**src/rtl/exu_pipe1_div_if.sv**
```systemverilog
// Pipe-1 divider bus: issue-side operation fields in, EX/CDB/completion results out.
// The master drives the operation and the slave (the divider) returns results.
interface exu_pipe1_div_if #(
    parameter int XLEN = 64
);
    logic            pipe1_vld;
    logic [4:0]      pipe1_iid;
    logic [6:0]      pipe1_opcode;
    logic [6:0]      pipe1_funct7;
    logic [2:0]      pipe1_funct3;
    logic [XLEN-1:0] pipe1_psrc1_value;
    logic [XLEN-1:0] pipe1_psrc2_value;
    logic            pipe1_pdst_vld;
    logic [5:0]      pipe1_pdst;

    logic            exu_idu_div_busy;
    logic            exu_idu_rf_div_ex_vld;
    logic [5:0]      exu_idu_rf_div_ex_preg;
    logic [XLEN-1:0] exu_idu_rf_div_ex_result;
    logic            exu_idu_rf_div_cdb_vld;
    logic [5:0]      exu_idu_rf_div_cdb_preg;
    logic [XLEN-1:0] exu_idu_rf_div_cdb_result;
    logic            exu_rtu_div_cmplt_vld;
    logic [4:0]      exu_rtu_div_cmplt_iid;

    modport master (
        output pipe1_vld, pipe1_iid, pipe1_opcode, pipe1_funct7, pipe1_funct3,
               pipe1_psrc1_value, pipe1_psrc2_value, pipe1_pdst_vld, pipe1_pdst,
        input  exu_idu_div_busy, exu_idu_rf_div_ex_vld, exu_idu_rf_div_ex_preg,
               exu_idu_rf_div_ex_result, exu_idu_rf_div_cdb_vld, exu_idu_rf_div_cdb_preg,
               exu_idu_rf_div_cdb_result, exu_rtu_div_cmplt_vld, exu_rtu_div_cmplt_iid
    );

    modport slave (
        input  pipe1_vld, pipe1_iid, pipe1_opcode, pipe1_funct7, pipe1_funct3,
               pipe1_psrc1_value, pipe1_psrc2_value, pipe1_pdst_vld, pipe1_pdst,
        output exu_idu_div_busy, exu_idu_rf_div_ex_vld, exu_idu_rf_div_ex_preg,
               exu_idu_rf_div_ex_result, exu_idu_rf_div_cdb_vld, exu_idu_rf_div_cdb_preg,
               exu_idu_rf_div_cdb_result, exu_rtu_div_cmplt_vld, exu_rtu_div_cmplt_iid
    );
endinterface

```
**src/rtl/exu_pipe1_div.sv**
```systemverilog
// Iterative radix-2 restoring divider for issue pipe 1 (RV64M DIV/DIVU/REM/REMU and W forms).
// Divide-by-zero and signed overflow bypass the iteration and finish one cycle after accept.
module exu_pipe1_div #(
    parameter int XLEN  = 64,
    parameter int CNT_W = 7
) (
    input  logic              clk,
    input  logic              rst_clk,
    input  logic              rtu_global_flush,
    exu_pipe1_div_if.slave    io
);
    localparam int HALF = XLEN / 2;
    localparam logic [XLEN-1:0] X_MIN = {1'b1, {(XLEN-1){1'b0}}};
    localparam logic [XLEN-1:0] W_MIN = {{(HALF+1){1'b1}}, {(HALF-1){1'b0}}};

    typedef enum logic [1:0] {IDLE, CALC, DONE} state_t;

    state_t            state_reg, state_next;
    logic [CNT_W-1:0]  cnt_reg;
    logic [XLEN-1:0]   quo_reg, rem_reg, dvs_reg;
    logic [4:0]        iid_reg;
    logic [5:0]        pdst_reg;
    logic              pdst_vld_reg, rem_sel_reg, w_reg, neg_q_reg, neg_r_reg;
    logic              cdb_vld_reg, cmplt_vld_reg;
    logic [5:0]        cdb_preg_reg;
    logic [XLEN-1:0]   cdb_result_reg;
    logic [4:0]        cmplt_iid_reg;

    // Operand decode
    logic              is_div_op, accept, op_w, op_uns;
    logic [XLEN-1:0]   a_ext, b_ext, a_mag, b_mag;
    logic              a_neg, b_neg, div_zero, sig_ovf;

    always_comb begin
        is_div_op = io.pipe1_vld && (io.pipe1_funct7 == 7'b0000001) && io.pipe1_funct3[2] &&
                    ((io.pipe1_opcode == 7'b0110011) || (io.pipe1_opcode == 7'b0111011));
        accept    = is_div_op && (state_reg == IDLE) && !rtu_global_flush;
        op_w      = (io.pipe1_opcode == 7'b0111011);
        op_uns    = io.pipe1_funct3[0];
        if (op_w) begin
            a_ext = op_uns ? {{HALF{1'b0}}, io.pipe1_psrc1_value[HALF-1:0]}
                           : {{HALF{io.pipe1_psrc1_value[HALF-1]}}, io.pipe1_psrc1_value[HALF-1:0]};
            b_ext = op_uns ? {{HALF{1'b0}}, io.pipe1_psrc2_value[HALF-1:0]}
                           : {{HALF{io.pipe1_psrc2_value[HALF-1]}}, io.pipe1_psrc2_value[HALF-1:0]};
        end else begin
            a_ext = io.pipe1_psrc1_value;
            b_ext = io.pipe1_psrc2_value;
        end
        a_neg    = !op_uns && a_ext[XLEN-1];
        b_neg    = !op_uns && b_ext[XLEN-1];
        a_mag    = a_neg ? -a_ext : a_ext;
        b_mag    = b_neg ? -b_ext : b_ext;
        div_zero = (b_ext == '0);
        sig_ovf  = !op_uns && (b_ext == '1) && (a_ext == (op_w ? W_MIN : X_MIN));
    end

    // One restoring step; the shifted partial remainder needs XLEN+1 bits for unsigned divisors
    logic [XLEN:0]     r_shift, r_diff;
    logic              step_ge;
    logic [XLEN-1:0]   rem_step, quo_step;

    always_comb begin
        r_shift  = {rem_reg, quo_reg[XLEN-1]};
        r_diff   = r_shift - {1'b0, dvs_reg};
        step_ge  = !r_diff[XLEN];
        rem_step = step_ge ? r_diff[XLEN-1:0] : r_shift[XLEN-1:0];
        quo_step = {quo_reg[XLEN-2:0], step_ge};
    end

    // Sign correction and W-mode sign extension happen in the DONE cycle
    logic [XLEN-1:0]   raw_result, fin_result;

    always_comb begin
        if (rem_sel_reg) raw_result = neg_r_reg ? -rem_reg : rem_reg;
        else             raw_result = neg_q_reg ? -quo_reg : quo_reg;
        fin_result = w_reg ? {{HALF{raw_result[HALF-1]}}, raw_result[HALF-1:0]} : raw_result;
    end

    always_comb begin
        state_next = state_reg;
        case (state_reg)
            IDLE:    if (accept) state_next = (div_zero || sig_ovf) ? DONE : CALC;
            CALC:    if (cnt_reg == CNT_W'(1)) state_next = DONE;
            DONE:    state_next = IDLE;
            default: state_next = IDLE;
        endcase
        if (rtu_global_flush) state_next = IDLE;
    end

    always_ff @(posedge clk or negedge rst_clk) begin
        if (!rst_clk) state_reg <= IDLE;
        else          state_reg <= state_next;
    end

    always_ff @(posedge clk or negedge rst_clk) begin
        if (!rst_clk) begin
            cnt_reg      <= '0;
            quo_reg      <= '0;
            rem_reg      <= '0;
            dvs_reg      <= '0;
            iid_reg      <= '0;
            pdst_reg     <= '0;
            pdst_vld_reg <= 1'b0;
            rem_sel_reg  <= 1'b0;
            w_reg        <= 1'b0;
            neg_q_reg    <= 1'b0;
            neg_r_reg    <= 1'b0;
        end else if (accept) begin
            iid_reg      <= io.pipe1_iid;
            pdst_reg     <= io.pipe1_pdst;
            pdst_vld_reg <= io.pipe1_pdst_vld;
            rem_sel_reg  <= io.pipe1_funct3[1];
            w_reg        <= op_w;
            cnt_reg      <= op_w ? CNT_W'(HALF) : CNT_W'(XLEN);
            dvs_reg      <= b_mag;
            if (div_zero) begin
                quo_reg   <= '1;
                rem_reg   <= a_ext;
                neg_q_reg <= 1'b0;
                neg_r_reg <= 1'b0;
            end else if (sig_ovf) begin
                quo_reg   <= a_ext;
                rem_reg   <= '0;
                neg_q_reg <= 1'b0;
                neg_r_reg <= 1'b0;
            end else begin
                // W dividends sit in the upper half so 32 shifts consume them completely
                quo_reg   <= op_w ? (a_mag << HALF) : a_mag;
                rem_reg   <= '0;
                neg_q_reg <= a_neg ^ b_neg;
                neg_r_reg <= a_neg;
            end
        end else if (state_reg == CALC) begin
            quo_reg <= quo_step;
            rem_reg <= rem_step;
            cnt_reg <= cnt_reg - CNT_W'(1);
        end
    end

    logic done_ok;
    assign done_ok = (state_reg == DONE) && !rtu_global_flush;

    always_ff @(posedge clk or negedge rst_clk) begin
        if (!rst_clk) begin
            cdb_vld_reg    <= 1'b0;
            cdb_preg_reg   <= '0;
            cdb_result_reg <= '0;
            cmplt_vld_reg  <= 1'b0;
            cmplt_iid_reg  <= '0;
        end else begin
            cdb_vld_reg    <= done_ok && pdst_vld_reg;
            cdb_preg_reg   <= (done_ok && pdst_vld_reg) ? pdst_reg : '0;
            cdb_result_reg <= (done_ok && pdst_vld_reg) ? fin_result : '0;
            cmplt_vld_reg  <= done_ok;
            cmplt_iid_reg  <= done_ok ? iid_reg : '0;
        end
    end

    assign io.exu_idu_div_busy          = (state_reg != IDLE);
    assign io.exu_idu_rf_div_ex_vld     = done_ok && pdst_vld_reg;
    assign io.exu_idu_rf_div_ex_preg    = (state_reg == DONE) ? pdst_reg : '0;
    assign io.exu_idu_rf_div_ex_result  = (state_reg == DONE) ? fin_result : '0;
    assign io.exu_idu_rf_div_cdb_vld    = cdb_vld_reg;
    assign io.exu_idu_rf_div_cdb_preg   = cdb_preg_reg;
    assign io.exu_idu_rf_div_cdb_result = cdb_result_reg;
    assign io.exu_rtu_div_cmplt_vld     = cmplt_vld_reg;
    assign io.exu_rtu_div_cmplt_iid     = cmplt_iid_reg;
endmodule

```
**src/flat_wrapper.sv**
```systemverilog
// flat-port wrapper written by rule: the top's interface ports become plain ports
module exu_pipe1_div_flat 
#(
    parameter int XLEN  = 64,
    parameter int CNT_W = 7
)
  (clk, rst_clk, rtu_global_flush, io_pipe1_vld, io_pipe1_iid, io_pipe1_opcode, io_pipe1_funct7, io_pipe1_funct3, io_pipe1_psrc1_value, io_pipe1_psrc2_value, io_pipe1_pdst_vld, io_pipe1_pdst, io_exu_idu_div_busy, io_exu_idu_rf_div_ex_vld, io_exu_idu_rf_div_ex_preg, io_exu_idu_rf_div_ex_result, io_exu_idu_rf_div_cdb_vld, io_exu_idu_rf_div_cdb_preg, io_exu_idu_rf_div_cdb_result, io_exu_rtu_div_cmplt_vld, io_exu_rtu_div_cmplt_iid);
  exu_pipe1_div_if #(.XLEN(XLEN)) io_i ();
  input  logic clk;
  input  logic rst_clk;
  input  logic rtu_global_flush;
  input wire logic [$bits(io_i.pipe1_vld)-1:0] io_pipe1_vld;
  input wire logic [$bits(io_i.pipe1_iid)-1:0] io_pipe1_iid;
  input wire logic [$bits(io_i.pipe1_opcode)-1:0] io_pipe1_opcode;
  input wire logic [$bits(io_i.pipe1_funct7)-1:0] io_pipe1_funct7;
  input wire logic [$bits(io_i.pipe1_funct3)-1:0] io_pipe1_funct3;
  input wire logic [$bits(io_i.pipe1_psrc1_value)-1:0] io_pipe1_psrc1_value;
  input wire logic [$bits(io_i.pipe1_psrc2_value)-1:0] io_pipe1_psrc2_value;
  input wire logic [$bits(io_i.pipe1_pdst_vld)-1:0] io_pipe1_pdst_vld;
  input wire logic [$bits(io_i.pipe1_pdst)-1:0] io_pipe1_pdst;
  output wire logic [$bits(io_i.exu_idu_div_busy)-1:0] io_exu_idu_div_busy;
  output wire logic [$bits(io_i.exu_idu_rf_div_ex_vld)-1:0] io_exu_idu_rf_div_ex_vld;
  output wire logic [$bits(io_i.exu_idu_rf_div_ex_preg)-1:0] io_exu_idu_rf_div_ex_preg;
  output wire logic [$bits(io_i.exu_idu_rf_div_ex_result)-1:0] io_exu_idu_rf_div_ex_result;
  output wire logic [$bits(io_i.exu_idu_rf_div_cdb_vld)-1:0] io_exu_idu_rf_div_cdb_vld;
  output wire logic [$bits(io_i.exu_idu_rf_div_cdb_preg)-1:0] io_exu_idu_rf_div_cdb_preg;
  output wire logic [$bits(io_i.exu_idu_rf_div_cdb_result)-1:0] io_exu_idu_rf_div_cdb_result;
  output wire logic [$bits(io_i.exu_rtu_div_cmplt_vld)-1:0] io_exu_rtu_div_cmplt_vld;
  output wire logic [$bits(io_i.exu_rtu_div_cmplt_iid)-1:0] io_exu_rtu_div_cmplt_iid;
  assign io_i.pipe1_vld = io_pipe1_vld;
  assign io_i.pipe1_iid = io_pipe1_iid;
  assign io_i.pipe1_opcode = io_pipe1_opcode;
  assign io_i.pipe1_funct7 = io_pipe1_funct7;
  assign io_i.pipe1_funct3 = io_pipe1_funct3;
  assign io_i.pipe1_psrc1_value = io_pipe1_psrc1_value;
  assign io_i.pipe1_psrc2_value = io_pipe1_psrc2_value;
  assign io_i.pipe1_pdst_vld = io_pipe1_pdst_vld;
  assign io_i.pipe1_pdst = io_pipe1_pdst;
  assign io_exu_idu_div_busy = io_i.exu_idu_div_busy;
  assign io_exu_idu_rf_div_ex_vld = io_i.exu_idu_rf_div_ex_vld;
  assign io_exu_idu_rf_div_ex_preg = io_i.exu_idu_rf_div_ex_preg;
  assign io_exu_idu_rf_div_ex_result = io_i.exu_idu_rf_div_ex_result;
  assign io_exu_idu_rf_div_cdb_vld = io_i.exu_idu_rf_div_cdb_vld;
  assign io_exu_idu_rf_div_cdb_preg = io_i.exu_idu_rf_div_cdb_preg;
  assign io_exu_idu_rf_div_cdb_result = io_i.exu_idu_rf_div_cdb_result;
  assign io_exu_rtu_div_cmplt_vld = io_i.exu_rtu_div_cmplt_vld;
  assign io_exu_rtu_div_cmplt_iid = io_i.exu_rtu_div_cmplt_iid;
  exu_pipe1_div #(.XLEN(XLEN), .CNT_W(CNT_W)) u_core (.clk(clk), .rst_clk(rst_clk), .rtu_global_flush(rtu_global_flush), .io(io_i));
endmodule
```
**config.mk**
```make
export PLATFORM = sky130hd
export DESIGN_NAME = exu_pipe1_div_flat
export DESIGN_NICKNAME = d
export VERILOG_FILES = /design/src/rtl/exu_pipe1_div_if.sv /design/src/rtl/exu_pipe1_div.sv /design/src/flat_wrapper.sv
export SDC_FILE = /design/constraint.sdc
export NUM_CORES = 1
export LEC_CHECK = 0
export CORE_ASPECT_RATIO = 1.75
export CORE_MARGIN = 2
export CORE_UTILIZATION = 40
export CTS_CLUSTER_SIZE = 24
export DETAILED_ROUTE_END_ITERATION = 16
export GPL_TIMING_DRIVEN = 1
export HOLD_SLACK_MARGIN = 0.08
export SKIP_CTS_REPAIR_TIMING = 1
export SLEW_MARGIN = 20
export SYNTH_ARGS = -nofsm -noshare
export SYNTH_HDL_FRONTEND = slang
export SYNTH_SLANG_ARGS = --single-unit
```
**constraint.sdc**
```tcl
create_clock -name clk -period 10.9 [get_ports clk]
set_input_delay 2.725 -clock clk [delete_from_list [all_inputs] [get_ports clk]]
set_output_delay 2.725 -clock clk [all_outputs]
set_load 0.02 [all_outputs]
```
==> results of run 1 <==
[tightest hold or removal path, delay by kind of cell, from the launching register on]
family / cells / cell delay [ns]
flip-flops: 1 / 0.33
AND/OR/NAND/NOR: 2 / 0.11
[cells in the mapped netlist (32+ instances only)]
cell type,number
nand2_1,371
nor2_1,370
a21oi_1,341
o21ai_0,298
dfrtp_1,294
xnor2_1,169
clkbuf_1,165
xor2_1,119
inv_1,109
nor3_1,100
ha_1,71
o31ai_1,59
nand4_1,50
a211oi_1,48
nand3_1,46
a31oi_1,43
and2_1,43
a21o_1,42
o41ai_1,33
or4_1,32
[layout by cell type (no fill, tap or decap), types with 71 or more instances in the layout]
cell type / netlist / final
nor3_1: 100 / 98
nor2_1: 370 / 368
nand2_1: 371 / 371
clkdlybuf4s50_1: 0 / 308
inv_1: 109 / 109
o21ai_0: 298 / 298
dfrtp_1: 294 / 291
ha_1: 71 / 71
a21oi_1: 341 / 339
xor2_1: 119 / 119
xnor2_1: 169 / 169
[per-stage QoR]
| step | total power, µW | hold WS [ns] | worst slack (ns) |
|---|---|---|---|
| after floorplan | 1220 | 0.437 | 4.64 |
| after global placement | 1390 | 0.451 | 3.31 |
| after detailed placement | 1390 | 0.454 | 3.27 |
| after CTS | 2640 | 0.470 | 3.00 |
| after global routing | 2700 | 0.486 | 2.73 |
| final | 2620 | 0.468 | 3.01 |
[path summary, 6_finish.rpt]
| kind | cells past startpoint | slack (ns) | start | endpoint |
|---|---|---|---|---|
| max reg2reg | 16 | 5.50 | u_core.quo_reg[63] | u_core.rem_reg[49] |
| max | 11 | 3.01 | u_core.rem_reg[4] | io_exu_idu_rf_div_ex_result[62] |
| max in group asynchronous | 2 | 7.17 | rst_clk | u_core.rem_sel_reg |
| min | 2 | 0.47 | u_core.iid_reg[2] | u_core.iid_reg[2] |
| min reg2reg | 2 | 0.47 | u_core.iid_reg[2] | u_core.iid_reg[2] |
| min in group asynchronous | 1 | 2.19 | rst_clk | u_core.dvs_reg[0] |
[routing by layer]
metal  wire, µm  track usage (%)
met5          0                0
met4       6060             17.8
met3       5410             3.20
met2      48100             54.3
met1      39000             37.1
[kinds of logic (layout without fill, tap and decap cells)]
group | after synthesis | after routing | share of synthesized area [%]
AND/OR/NAND/NOR | 1211 | 1211 | 23.9
AO/OA/AOI/OAI | 1007 | 1007 | 25.0
flip-flops | 294 | 294 | 30.5
buffers and inverters | 313 | 520 | 5.01
adder cells (fa/ha/maj) | 72 | 72 | 3.77
XOR/XNOR | 288 | 288 | 10.5
multiplexers | 31 | 31 | 1.30
[power groups by stage]
stage          Clock, µW  Combinational, µW  Sequential (µW)
3_5_place_dp           0                279             1110
5_1_grt             1300                301             1090
3_3_place_gp           0                279             1110
2_1_floorplan          0                110             1110
4_1_cts             1270                280             1090
6_report            1240                282             1090
[cell type report]
cell class | instances | area, µm²
sequential | 294 | 7360
fill | 6032 | 30900
timing repair buffer | 350 | 3430
multi-input combinational | 2609 | 15600
tap | 786 | 983
clock buffer | 47 | 971
inverter | 109 | 409
clock inverter | 14 | 216
==> results.md, run 1 <==
* Vias in the first global route at 24300
* Die ar. at 0.0623 mm²
* Buffer depth of the longest clock path at 3
* IO Pins at 310
* Sequential cell fraction of total power at 41.8%
* CP endpoint kind: primary output
* Drt via density at 5.93
* Setup crit start kind: register
* Final setup vio count at 0
* Post-Route WL at 98600 µm
* Cells after DPL at 4148
* TritonCTS buffer count at 34
* Antenna fix cells at 0
* Critical path cell sequence: nor4_1, nand2_1, or3_1, nor3_1, nand2_1, o21ai_0, nand2_1, xnor2_1, a221o_1, nor2_1, clkdlybuf4s50_1
* Sink Count at 294
* Clock power share at 47.4%
* H-tree depth at 2
* Die boundary height at 329 µm
* Core Footprint at 0.0599 mm²
* Worst Skew at 0.0273 ns
* CP most frequent cell: nand2_1
* CTS root buf: clkbuf_16
* Switch share at 25.5%
* Leakage at 0.0109 µW
* Layout Nets at 3631
* Critical path's largest stage delay at 0.74 ns
* Row Count at 119
* Port Buffers at 309
* Post-synth top area cell: dfrtp_1
* Initial Util at 40.2%
* Post-layout util at 48.4%
* Max FO, Critical Path at 7
* Register area share after synthesis at 30.5%
* P per Cell Area at 90.3 mW/mm²
* Netlist cell types at 84
* Slew @ Worst Pin at 1.16 ns
* Delay-heaviest family, CP: simple AND/OR/NAND/NOR gates
* Filler-free cell count of the finished design at 4209
* Synth Cell Area at 0.0241 mm²
* Setup Crit Path Kind: register to primary output
* Peak VDD IR at 73.8 µV
* Synthesized Nets at 3449
* Final Slew Violations at 0
* Crit-path slowest cell: nor3_1
* CTS tree: done
* Yosys top cell area share at 30.5%
* Power Internal at 1950 µW
* Total gr overflow at 0
* Width of the die at 190 µm
* Status: complete, no violations
* Crit share post-route at 72.4%
* WP data arrival at 5.17 ns
* Seq cells post-synth at 294
* Min Tclk post-route at 7.89 ns
* Hold Violations, Final at 0
* Relative slew slack at 22.4%
* Final antenna-violating net count at 0
* Ys async rst share at 100%
* Top post-synthesis cells by area: dfrtp_1 (31%), a21oi_1 (7.1%), o21ai_0 (6.2%), xnor2_1 (6.1%), nand2_1 (5.8%)
* Max Fclk at 0.127 GHz
* Gate Count Post-Synth at 3216
* Comb pwr share at 10.8%
* Layout cells sized above 1 at 4.38%
* Post-route cell area at 0.0290 mm²
* Setup TNS at 0 ns
* Number of synthesized flops with an enable pin at 0
* Dpl cell area at 0.0278 mm²
* Overall global routing resource usage at 31.1%
* Antenna violations before repair at 0
* Post-DP HPWL at 77900 µm
* Worst Hold Class: register to register
* Vias at 25000
* DR DRC count at 0
* Clk pin slew, worst setup/hold paths at 0.06 ns
* Yosys warns at 0
* Buffers plus inverters on the worst setup path at 1
* RSZ-0062 raised after global routing: false
* First-pass GRT wire length at 149000 µm
* 1st-iter DRT viols at 1998
* Placer Congestion at 1.02
* NetSw at 668 µW
* DRT Pass-1 Iters at 6
* WL/cell at 23.4 µm
* Top FF cell, synth: dfrtp_1
* Max cap viols at 0
* Mean post-synth cell area at 7.49 µm²
* CP required at 8.18 ns
* Worst skew pair latency at 0.55 ns
* Area grow syn2layout at 20.2%
* Largest net degree at the start of global routing at 146
(Power assumes the default switching activity.)
==> run 2, diff against run 1 <==
==> constraint.sdc (replaced) <==
create_clock -name clk -period 7.1 [get_ports clk]
set_input_delay 1.775 -clock clk [delete_from_list [all_inputs] [get_ports clk]]
set_output_delay 1.775 -clock clk [all_outputs]
set_load 0.02 [all_outputs]
==> run 2 against run 1 <==
Via count is 0.26% higher. Clock power is 30% higher. Worst setup slack worse by 2.6 ns. Critical path depth stayed put. Final cell count is 0.26% higher. Global-route usage is 0.89 points higher. Utilization is 0.12 points lower. Worst hold slack better by 0.0024 ns. Total power is 42% higher. Die area stayed put. Flip-flop and latch count stayed put. Critical path type unchanged. Combinational power is 54% higher.
==> results.md, run 2 (synthesized netlist as in run 1, its figures left out) <==
* Leakage at 0.0109 µW
* Crit share post-route at 93.6%
* WL/cell at 23.9 µm
* Placer Congestion at 0.974
* Status: complete, no violations
* H-tree depth at 1
* First-pass GRT wire length at 153000 µm
* WP data arrival at 4.87 ns
* Max Fclk at 0.150 GHz
* Top Usage Layer GRT: met2
* 1st-iter DRT viols at 1890
* Filler-free cell count of the finished design at 4220
* P per Cell Area at 129 mW/mm²
* Max cap viols at 0
* CTS root buf: clkbuf_16
* Vias at 25000
* Drt via density at 5.93
* Setup crit start kind: register
* Final antenna-violating net count at 0
* Setup Crit Path Kind: register to primary output
* Total gr overflow at 0
* Die boundary height at 329 µm
* CP Capture Point: io_exu_idu_rf_div_ex_result[50]
* Critical path's largest stage delay at 0.61 ns
* Cells after DPL at 4168
* FF-to-FF setup slack at 1.78 ns
* IO Pins at 310
* Worst Skew at 0.0224 ns
* Antenna violations before repair at 0
* RSZ-0062 raised after global routing: false
* CP endpoint kind: primary output
* Relative slew slack at 25.6%
* Slew @ Worst Pin at 1.12 ns
* CP required at 5.33 ns
* Area grow syn2layout at 19.9%
* Post-DP HPWL at 79800 µm
* Final setup vio count at 0
* Antenna fix cells at 0
* DRT Pass-1 Iters at 5
* Reg2reg start: u_core.quo_reg[63]
* DP Worst Slack at 0.733 ns
* Most frequent cells in the layout: nand2_1 (371), nor2_1 (368), a21oi_1 (339)
* Initial Util at 40.2%
* Layout cells sized above 1 at 4.66%
* Setup TNS at 0 ns
* Critical path cell sequence: or4_1, nand4b_1, or3_1, o41ai_1, xor2_1, nand2_1, o21ai_1, nand2_1, nand2_1, o21ba_2, clkdlybuf4s50_1
* Width of the die at 190 µm
* Layout Nets at 3647
* Met3 Use GR at 3.31%
* Sink Count at 294
* Overall global routing resource usage at 32.0%
* Crit-path slowest cell: or4_1
* Core Footprint at 0.0599 mm²
* CTS tree: done
* CP most frequent cell: nand2_1
* CP Launch Point: u_core.rem_reg[12]
* FF-to-FF End: u_core.rem_reg[0]
* Buffer depth of the longest clock path at 3
* Peak VDD IR at 162 µV
* Die ar. at 0.0623 mm²
* Port Buffers at 309
* Max FO, Critical Path at 15
* Largest net degree at the start of global routing at 133
* Hold Violations, Final at 0
* Worst skew pair latency at 0.63 ns
* Vias in the first global route at 24700
* FF-to-FF path depth at 15
* DR DRC count at 0
* Min Tclk post-route at 6.65 ns
* Row Count at 119
* Worst Hold Class: register to register
* Fill cells at 6081
* Setup slack after layout at 0.452 ns
* TritonCTS buffer count at 30
* Met2 usage at 54.9%
* Clk pin slew, worst setup/hold paths at 0.06 ns
* M1 GR Usage at 38.5%
* Final Slew Violations at 0
* Commonest non-fill, non-tap cell in the layout: nand2_1
* Post-Route WL at 101000 µm
[run 2: changes by cell type in the layout (fill, tap and decap cells not counted), moves of 2 or more]
| cell | delta |
|---|---|
| clkinvlp_4 | +2 |
| buf_4 | +19 |
| inv_6 | -4 |
| bufinv_16 | -3 |
| clkbuf_16 | -4 |
| clkbuf_8 | -3 |
[run 2: how the worst min path moves through the flow]
stage / from / end / cells past startpoint
global route: u_core.dvs_reg[14] / u_core.dvs_reg[14] / 2
CTS: u_core.iid_reg[3] / u_core.iid_reg[3] / 2
detailed placement: u_core.iid_reg[4] / u_core.iid_reg[4] / 2
finish: u_core.iid_reg[3] / u_core.iid_reg[3] / 2
global placement: u_core.iid_reg[3] / u_core.iid_reg[3] / 2
floorplan: u_core.iid_reg[0] / u_core.iid_reg[0] / 2
[run 2: area by class of cell]
cell class	count	area [µm²]	share of cell area, %
timing repair buffer	370	3590	12.4
multi-input combinational	2609	15600	54.0
clock buffer	41	833	2.88
inverter	109	409	1.42
sequential	294	7360	25.5
clock inverter	11	120	0.416
tap	786	983	3.40
[run 2: metrics by stage]
stage	total power [µW]	hold slack, ns	utilization (%)	instance area, µm²
6_report	3720	0.470	48.3	28900
5_1_grt	3850	0.496	48.3	28900
4_1_cts	3750	0.472	48.3	28900
3_5_place_dp	2140	0.455	46.7	27900
3_3_place_gp	2140	0.451	46.7	27900
2_1_floorplan	1880	0.437	-	24100
[run 2: routing by layer]
layer / up-vias / routed length, µm
li1: 11900 / -
met1: 11900 / 39600
met2: 1042 / 48900
met3: 252 / 5690
met4: 0 / 6690
met5: - / 0
[run 2: where the power goes]
group          total, µW  switching, µW  internal, µW
Clock               1610            722           888
Sequential          1680           3.11          1680
Combinational        434            266           169
[run 2: worst max-delay path, delay by kind of cell (launching register included)]
family,cells,cell delay [ns]
xor+xnor,1,0.31
buf+inv,1,0.54
compound gates,3,0.80
simple gates,6,2.13
flops,1,0.46
==> run 3, diff against run 2 <==
--- a/config.mk
+++ b/config.mk
@@ -10,6 +10,7 @@
 export CORE_UTILIZATION = 40
 export CTS_CLUSTER_SIZE = 24
 export DETAILED_ROUTE_END_ITERATION = 16
+export GPL_ROUTABILITY_DRIVEN = 0
 export GPL_TIMING_DRIVEN = 1
 export HOLD_SLACK_MARGIN = 0.08
 export SKIP_CTS_REPAIR_TIMING = 1
==> run 3 against run 2 <==
Critical path type unchanged. Clock-buffer cell count down 3. Die area did not move. Register-to-register slack gained 0.15 ns. Worst setup slack lost 0.10 ns. First-iteration DRC count rose by 24%. Final area increased by 0.44%. Flip-flop and latch count unchanged. Final cell count fell by 0.12%. Total power increased by 5.4%.
==> results.md, run 3 (synthesized netlist as in run 1, its figures left out) <==
* First-pass GRT wire length at 146000 µm
* Leakage at 0.0110 µW
* Filler-free cell count of the finished design at 4215
* Vias in the first global route at 24100
* Critical path's largest stage delay at 0.65 ns
* Setup TNS at 0 ns
* Hold path start: u_core.iid_reg[2]
* FF-to-FF End: u_core.rem_reg[47]
* Slew @ Worst Pin at 1.14 ns
* Max Fclk at 0.148 GHz
* WHS Path Cells at 2
* Vias at 25300
* Final Slew Violations at 0
* Antenna fix cells at 0
* Core Footprint at 0.0599 mm²
* IO Pins at 310
* Die boundary height at 329 µm
* Layout Nets at 3641
* RSZ-0062 raised after global routing: false
* Power Internal at 2940 µW
* WL/cell at 22.9 µm
* Crit share post-route at 95.1%
* Max FO, Critical Path at 7
* P per Cell Area at 135 mW/mm²
* CP Launch Point: u_core.quo_reg[4]
* Max cap viols at 0
* DRT Pass-1 Iters at 6
* Comb pwr share at 11.1%
* Buffer depth of the longest clock path at 3
* Critical path cell sequence: or4_1, nor3_1, nand3_1, nor3_2, nand2b_1, or3_1, o21ai_0, nor4b_1, a221o_1, nor2_1, clkdlybuf4s50_1
* TritonCTS buffer count at 30
* FF-to-FF setup slack at 1.93 ns
* Sink Count at 294
* Worst Skew at 0.0196 ns
* Setup Crit Path Kind: register to primary output
* Hold Violations, Final at 0
* Peak VDD IR at 146 µV
* Post-DP HPWL at 74900 µm
* Crit-path slowest cell: clkdlybuf4s50_1
* Buffers plus inverters on the worst setup path at 1
* Width of the die at 190 µm
* Final setup vio count at 0
* Status: complete, no violations
* Clock power share at 46.1%
* Worst skew pair latency at 0.61 ns
* Die ar. at 0.0623 mm²
* CP required at 5.33 ns
* CTS tree: done
* Min Tclk post-route at 6.75 ns
* Relative slew slack at 23.3%
* Layout cells sized above 1 at 4.81%
* Final antenna-violating net count at 0
* Post-Route WL at 96500 µm
* NetSw at 984 µW
* CP endpoint kind: primary output
* H-tree depth at 1
* Worst Hold Class: register to register
* Switch share at 25.1%
* Fill cells at 5902
* CTS root buf: clkbuf_16
* Setup crit start kind: register
* Most frequent cells in the layout: nand2_1 (371), nor2_1 (367), a21oi_1 (339)
* Port Buffers at 309
* Drt via density at 6.01
* WP data arrival at 4.98 ns
* Overall global routing resource usage at 30.4%
* End of the worst hold path: u_core.iid_reg[2]
* DR DRC count at 0
* Cells after DPL at 4162
* FF-to-FF path depth at 15
* Delay-heaviest family, CP: simple AND/OR/NAND/NOR gates
* Total gr overflow at 0
* Row Count at 119
* 1st-iter DRT viols at 2344
* Sequential cell fraction of total power at 42.8%
* Clk pin slew, worst setup/hold paths at 0.07 ns
* Largest net degree at the start of global routing at 127
* Reg2reg start: u_core.quo_reg[63]
* Initial Util at 40.2%
* Antenna violations before repair at 6
* Area grow syn2layout at 20.5%
* Commonest non-fill, non-tap cell in the layout: nand2_1
[run 3: changes by cell type in the layout (fill, tap and decap cells not counted), moves of 3 or more]
cell and delta:
clkbuf_8 +3, clkbuf_1 -6, buf_4 -6, bufinv_16 +5
[run 3: layout make-up]
| type | count | area (µm²) | share of cell area [%] |
|---|---|---|---|
| multi-input cells | 2609 | 15600 | 53.8 |
| repair buffers | 364 | 3530 | 12.2 |
| flip-flops and latches | 294 | 7360 | 25.4 |
| clock inverters | 15 | 259 | 0.893 |
| inverters | 109 | 409 | 1.41 |
| clock buffers | 38 | 852 | 2.94 |
| well taps | 786 | 983 | 3.39 |
[run 3: metrics by stage]
stage | hold slack (ns) | utilization [%] | cell area (µm²) | power [µW] | setup slack (ns)
2_1_floorplan | 0.437 | - | 24100 | 1880 | 2.30
3_3_place_gp | 0.449 | 46.6 | 27900 | 2130 | 0.705
3_5_place_dp | 0.454 | 46.6 | 27900 | 2130 | 0.714
4_1_cts | 0.469 | 48.4 | 29000 | 3940 | 0.106
5_1_grt | 0.483 | 48.5 | 29000 | 4050 | 0.0211
6_report | 0.465 | 48.5 | 29000 | 3930 | 0.348
[run 3: tightest hold or removal path, stage by stage, from the launching register on]
cell and delay [ns]:
dfrtp_1 0.33, nand2_1 0.05, nand2_1 0.05
[run 3: routing by layer]
| metal | global-route usage [%] | vias to the layer above | wire length (µm) |
|---|---|---|---|
| li1 | - | 11800 | - |
| met1 | 36.4 | 11900 | 36500 |
| met2 | 51.1 | 1323 | 45300 |
| met3 | 4.40 | 287 | 7710 |
| met4 | 19.0 | 12 | 6860 |
| met5 | 0 | - | 81 |
[run 3: worst max-delay path by stage]
stage,end,depth (start not counted),slack (ns)
6_report,io_exu_idu_rf_div_ex_result[62],11,0.35
4_1_cts,io_exu_idu_rf_div_ex_result[62],11,0.11
3_3_place_gp,u_core.quo_reg[48],10,0.70
3_5_place_dp,u_core.quo_reg[48],10,0.71
2_1_floorplan,io_exu_idu_rf_div_ex_result[62],10,2.30
5_1_grt,io_exu_idu_rf_div_ex_result[50],12,0.02
[run 3: power by group through the flow]
stage	clock network (µW)	registers, µW	logic [µW]
detailed placement	0	1710	422
floorplan	0	1710	169
CTS	1840	1680	424
global placement	0	1710	420
global route	1900	1680	466
finish	1810	1680	436
